`config.mk`:
```
export PLATFORM = sky130hd
export DESIGN_NAME = fifo_stream_reader
export DESIGN_NICKNAME = d
export VERILOG_FILES = /design/src/rtl/fifo_stream_reader.sv
export SDC_FILE = /design/constraint.sdc
export NUM_CORES = 1
export LEC_CHECK = 0
export CAP_MARGIN = 10
export CORE_MARGIN = 5
export CORE_UTILIZATION = 30
export CTS_CLUSTER_DIAMETER = 100
export DETAILED_ROUTE_END_ITERATION = 10
export HOLD_SLACK_MARGIN = 0.08
export SKIP_CTS_REPAIR_TIMING = 1
export SLEW_MARGIN = 20
export SYNTH_ARGS = -nofsm -noshare
export SYNTH_HDL_FRONTEND = slang
export SYNTH_SLANG_ARGS = --single-unit
```
`constraint.sdc`:
```
create_clock -name clk -period 3.1 [get_ports clk]
set_input_delay 0.31 -clock clk [delete_from_list [all_inputs] [get_ports clk]]
set_output_delay 0.31 -clock clk [all_outputs]
set_load 0.05 [all_outputs]
```
`src/rtl/fifo_stream_reader.sv`:
```
// Drains a synchronous FIFO with one-cycle registered read latency and re-presents
// the words on a valid/ready stream through a small credit-based skid buffer.
module fifo_stream_reader #(
    parameter int DATA_WIDTH = 8,
    parameter int BUF_DEPTH  = 2,
    parameter int CNT_WIDTH  = 16
) (
    input  logic                  clk,
    input  logic                  rst_n,
    input  logic                  fifo_empty,
    input  logic [DATA_WIDTH-1:0] fifo_rdata,
    output logic                  fifo_r_en,
    output logic                  m_valid,
    output logic [DATA_WIDTH-1:0] m_data,
    input  logic                  m_ready,
    input  logic                  flush,
    output logic [CNT_WIDTH-1:0]  words_out
);

    localparam int PTR_W = $clog2(BUF_DEPTH);
    localparam int OCC_W = $clog2(BUF_DEPTH) + 1;
    localparam logic [OCC_W-1:0] DEPTH_OCC = OCC_W'(BUF_DEPTH);
    localparam logic [PTR_W-1:0] LAST_PTR  = PTR_W'(BUF_DEPTH - 1);

    logic [DATA_WIDTH-1:0] r_mem [BUF_DEPTH];
    logic [PTR_W-1:0]      r_headPtr;
    logic [PTR_W-1:0]      r_tailPtr;
    logic [OCC_W-1:0]      r_occ;
    logic                  r_inflight;
    logic [CNT_WIDTH-1:0]  r_wordsOut;

    logic                  w_pop;
    logic                  w_push;
    logic [OCC_W:0]        w_credit;

    function automatic logic [PTR_W-1:0] nextPtr(input logic [PTR_W-1:0] p);
        return (p == LAST_PTR) ? '0 : p + PTR_W'(1);
    endfunction

    assign w_pop  = m_valid & m_ready;
    assign w_push = r_inflight;

    // Entries committed or already requested, less the one leaving this cycle.
    // A pop frees its slot immediately, which is what sustains one word per cycle.
    assign w_credit  = {1'b0, r_occ}
                     + {{OCC_W{1'b0}}, r_inflight}
                     - {{OCC_W{1'b0}}, w_pop};
    assign fifo_r_en = rst_n & ~flush & ~fifo_empty & (w_credit < {1'b0, DEPTH_OCC});

    assign m_valid   = (r_occ != '0);
    assign m_data    = r_mem[r_headPtr];
    assign words_out = r_wordsOut;

    always_ff @(posedge clk) begin
        if (!rst_n) begin
            r_headPtr  <= '0;
            r_tailPtr  <= '0;
            r_occ      <= '0;
            r_inflight <= 1'b0;
            r_wordsOut <= '0;
            for (int i = 0; i < BUF_DEPTH; i++) begin
                r_mem[i] <= '0;
            end
        end else begin
            if (w_pop) begin
                r_wordsOut <= r_wordsOut + CNT_WIDTH'(1);
            end

            // Flush drops the buffer and ignores whatever the FIFO returns this edge.
            if (flush) begin
                r_headPtr  <= '0;
                r_tailPtr  <= '0;
                r_occ      <= '0;
                r_inflight <= 1'b0;
            end else begin
                r_inflight <= fifo_r_en;
                if (w_push) begin
                    r_mem[r_tailPtr] <= fifo_rdata;
                    r_tailPtr        <= nextPtr(r_tailPtr);
                end
                if (w_pop) begin
                    r_headPtr <= nextPtr(r_headPtr);
                end
                case ({w_push, w_pop})
                    2'b10:   r_occ <= r_occ + OCC_W'(1);
                    2'b01:   r_occ <= r_occ - OCC_W'(1);
                    default: r_occ <= r_occ;
                endcase
            end
        end
    end

endmodule

```
======== Word-level counts from Yosys, hierarchy flattened ========
Memory sizes are Yosys's and may differ from the RTL's. A register that Yosys moved wholly into a read port is not among the register bits.
Cells that the tools add are included.
cells by class
  add/subtract/negate cells ............... 7
  $lt $le $gt $ge ......................... 1
  equal/unequal tests ..................... 2
  mux-type cells .......................... 13
  bitwise logic cells ..................... 7
  reduce and logical (&&, ||, !) cells .... 4
operators by type and width
  kind                                                  count
  adder 16 x 1 -> 16 bit (second input constant)        1
  2-to-1 mux 1 bit                                      11
  2-to-1 mux 8 bit                                      1
  OR reduction 8 bit                                    1
  bitwise AND 1 bit                                     4
  case mux 2 bit (2 select lines)                       1
  nonzero test 2 bit                                    2
  adder 2 x 1 -> 3 bit                                  1
  < comparator 3 x 2 -> 1 bit (second input constant)   1
  NOT 1 bit                                             3
  subtractor 3 x 1 -> 3 bit                             1
  adder 1 bit (second input constant)                   2
  adder 2 x 1 -> 2 bit (second input constant)          1
  equality test 2 x 1 -> 1 bit (second input constant)  1
  equality test 2 bit (second input constant)           1
  OR reduction 2 bit                                    1
  subtractor 2 x 1 -> 2 bit (second input constant)     1
storage, ports and cells
  bits in registers ....................... 21
  bits in writable memories ............... 16
  input port bits ......................... 13
  output and inout port bits .............. 26
  logic and storage cells ................. 40
  memories ................................ 1
memories
  name   words  width  rd ports  clocked after Yosys merged registers in  wr ports  RTL line  source
  r_mem  2      8      1         1                                        2         25        logic [DATA_WIDTH-1:0] r_mem [BUF_DEPTH];

======== Longest topological paths before layout ========
Gate-level depths: netlist (run 1).
  word-level depth ........................ 6
  gate-level depth with buffers ........... 7
  mapped depth without buffers ............ 7

======== Least setup slack after synthesis (run 1) ========
OpenSTA, ideal clock, no wires.
  kind .................................... flip-flop to output port
  from .................................... register r_occ[1]
  to ...................................... output port fifo_r_en
  data arrival time ....................... 3.526 ns
  required time ........................... 2.790 ns
  setup slack ............................. -0.736 ns
  cell stages (with the launch flop) ...... 8
  path buffers ............................ 0
  path through ............................ dfxtp_1 > o21ai_2 > inv_2 > ha_1 > nand2b_1 > fa_1 > xor2_1 > nor4b_1
on the way
  longest elaborated chain between the ends .. 5
  elaborated cells on any way between the ends .. 6
  classes of those cells .................. 2 x add/sub; 1 x order compare; 2 x bitwise; 1 x reduce/logical
ends and longest elaborated chain
  what                         RTL line  source
  start, declared              28        logic [OCC_W-1:0] r_occ;
  start signal, assigned       85        2'b10: r_occ <= r_occ + OCC_W'(1);
  start signal, assigned       86        2'b01: r_occ <= r_occ - OCC_W'(1);
  start signal, assigned       87        default: r_occ <= r_occ;
  nonzero test 2 bit           50        assign m_valid = (r_occ != '0);
  bitwise AND 1 bit            40        assign w_pop = m_valid & m_ready;
  net w_pop                    32        logic w_pop;
  subtractor 3 x 1 -> 3 bit    47        - {{OCC_W{1'b0}}, w_pop};
  < comparator 3 x 2 -> 1 bit  48        assign fifo_r_en = rst_n & ~flush & ~fifo_empty & (w_credit < {1'b0, DEPTH_OCC});
  bitwise AND 1 bit            48
  end, declared                12        output logic fifo_r_en,
The timed path passes the listed nets, and every way through them passes these cells.

======== Worst setup path after layout (run 1) ========
  from .................................... input port m_ready
  to ...................................... output port fifo_r_en
on the way
  longest elaborated chain between the ends .. 4
ends and longest elaborated chain
  what                         RTL line  source
  start, declared              15        input logic m_ready,
  bitwise AND 1 bit            40
  net w_pop                    32
  subtractor 3 x 1 -> 3 bit    47
  < comparator 3 x 2 -> 1 bit  48
  bitwise AND 1 bit            48
The timed path passes the listed nets, and every way through them passes these cells.

==> reports/metrics.cfg, run 1 <==
[run_status]
outcome=finished clean

[min_path]
hold_class=reg2reg

[route]
firstDrtPassIters=5
postRouteAntennaNets=0
wl_um=3460
first_iter_violations=51
wl_per_cell_um=12.3
num_vias=1241
route.detailed.drc=0
vias_per_cell=4.42

[clock_tree]
htreeDepth=2
cts_root_buf=clkbuf_8
cts_tree=yes
clk-insertion-delay-late_ns=0.28
clockBufferDepth=2
cts_inserted_buffers=5
clk_pin_slew_ns=0.07
clock_sinks=38

[logic_synthesis]
synth_cell_types=32
async_flop_share=0
synth-seq-cells=38
syn_nets=176
yosys_warnings=0
synth_ff_type=dfxtp_1
yosysSeqAreaShare=0.522
synth.avg_cell_area_um2=11.1
synth_enable_flop_cells=16
syn_inst=159
synth_area_mm2=0.00176

[sta]
fin_worst_skew_ns=0.00574
drv_slew=0
worstMarginPinSlew_ns=0.512
max_freq_mhz=350
finalSetupViolCount=0
rsz0062_at_grt=no
timing.final.crit_share=0.921
maxSlewHeadroom=0.658
hold_viol_final=0
fin_crit_ns=2.86
tns_ns=0

[setup_path]
end_kind=output port
critPathCapture=fifo_r_en
r2r_cells=7
r2r_end=r_inflight
reg2reg_slack_ns=1.03
critical_path_arrival_ns=2.55
startpoint_type=primary input
critPathRequiredTime_ns=2.79
rr_startpoint=r_occ[0]
path_class=in2out
crit_fanout=7
cp-startpoint=m_ready

[finish]
layout-drive-gt1-share=0.155
regArea_um2=921
synthToLayoutAreaGrowth_pct=35.7
final_util=0.412
final-instance-count-excl-fill=281
nets=222
n_antenna_cell=0
multi_input_area_um2=820
design_area_mm2=0.00239
fill_cells=596

[placed_design]
gp_congestion=0.706
dpl-instance-area_mm2=0.00228
post-place-cells=273
place_hpwl_um=2540
port_buffers=38

[die]
coreArea_mm2=0.00582
initial_core_util=0.303
placementRows=28
die_x_um=86.7
die_height_um=86.7
io_pins=39
die-area_mm2=0.00751

[power_and_ir_drop]
leakage_nw=0.899
vdd_drop_max_mv=0.167
power.density_mw_per_mm2=431

[global_routing]
first_global_vias=1263
gr-total-overflow=0
grt_pass1_wl_um=6060
grt_antenna_before_repair=0
grt_max_degree=14
grt_usage=0.105

[job]
maxCapViolCount=0

==> cells in the final DEF (no fill, tap or decap), types with 2 or more instances in the layout <==
cell	count
edfxtp_1	16
and3_1	2
o21ai_0	2
a21oi_1	4
ha_1	3
or3_1	2
nand3_1	6
clkbuf_8	5
nor3_1	4
dfxtp_1	22
nor4_4	2
and2_1	16
xor2_1	3
nand2b_1	7
mux2i_1	3
buf_4	5
xnor2_1	12
nand4_1	2
clkinv_2	2
nor2_1	15
clkdlybuf4s50_1	37
inv_1	5
nand2_1	10
mux2_2	8
==> cells by family after synthesis <==
group	after synthesis	share of synthesized area
AOI/OAI and AO/OA	8	0.0305
xor gates and xnor gates	15	0.0745
adders and majority gates	4	0.0326
buffers and inverters	10	0.0220
DFF	38	0.522
muxes	11	0.0681
and+or+nand+nor	73	0.250
==> cells in the mapped netlist (3+ instances only) <==
cell / number / area share
dfxtp_1: 22 / 0.25
and2_1: 16 / 0.057
edfxtp_1: 16 / 0.27
nor2_1: 15 / 0.032
xnor2_1: 12 / 0.060
nand2_1: 10 / 0.021
mux2_2: 8 / 0.051
nand2b_1: 7 / 0.025
nand3_1: 6 / 0.017
inv_1: 5 / 0.011
a21oi_1: 4 / 0.011
nor3_1: 4 / 0.011
clkbuf_1: 3 / 0.0064
ha_1: 3 / 0.021
mux2i_1: 3 / 0.017
xor2_1: 3 / 0.015
==> where the power goes <==
part           switching, W  internal, W  leakage [nW]
Clock              0.000172     0.000237        0.0579
Combinational     0.0000503    0.0000383         0.498
Sequential       0.00000420     0.000530         0.343
==> cell type report <==
cell class,instances,area share
clock buffer,5,0.0288
clock inverter,3,0.0167
inverter,6,0.00941
multi-input combinational,111,0.342
sequential,38,0.385
tap,75,0.0392
timing repair buffer,43,0.179
==> stage by stage <==
| stage | setup WS [ns] | power, W | hold WS, ns |
|---|---|---|---|
| 6_report | 0.244 | 0.00103 | 0.479 |
| 5_1_grt | 0.0660 | 0.00108 | 0.535 |
| 3_5_place_dp | 0.223 | 0.000635 | 0.472 |
| 2_1_floorplan | 0.244 | 0.000595 | 0.387 |
| 4_1_cts | 0.219 | 0.00104 | 0.482 |
| 3_3_place_gp | 0.254 | 0.000635 | 0.460 |
==> registers in the layout, summed over array words and instances (netlist names), named ones only <==
signal and count:
r_occ 2, words_out 16, r_mem 16, r_tailPtr 1, r_inflight 1, r_headPtr 1
==> layer usage <==
metal,track usage,vias to the layer above,part of all wire
met1,0.142,572,0.49
li1,-,632,-
met4,0.0297,0,0.0043
met3,0.0390,2,0.057
met5,0,-,0
met2,0.156,35,0.44
==> how the worst min path moves through the flow <==
stage	from	cells past startpoint	to
3_3_place_gp	words_out[15]	2	words_out[15]
4_1_cts	words_out[15]	2	words_out[15]
2_1_floorplan	fifo_empty	1	r_inflight
5_1_grt	words_out[13]	2	words_out[13]
6_report	words_out[15]	2	words_out[15]
3_5_place_dp	words_out[15]	2	words_out[15]
==> critical path, stage by stage <==
cell,delay (ns)
clkdlybuf4s50_1,0.51
o21ai_2,0.08
inv_2,0.12
ha_1,0.28
nand2b_1,0.18
fa_1,0.38
xor2_1,0.19
nor4b_4,0.32
buf_12,0.18
(Power assumes the default switching activity.)
==> inputs of run 2 (changes only) <==
--- a/config.mk
+++ b/config.mk
@@ -8,7 +8,9 @@
 export CAP_MARGIN = 10
 export CORE_MARGIN = 5
 export CORE_UTILIZATION = 30
+export CTS_BUF_LIST = sky130_fd_sc_hd__clkbuf_8
 export CTS_CLUSTER_DIAMETER = 100
+export CTS_CLUSTER_SIZE = 30
 export DETAILED_ROUTE_END_ITERATION = 10
 export HOLD_SLACK_MARGIN = 0.08
 export SKIP_CTS_REPAIR_TIMING = 1
==> results of run 2 <==
Same layout as run 1: the final DEF is identical, and so are final timing and power.
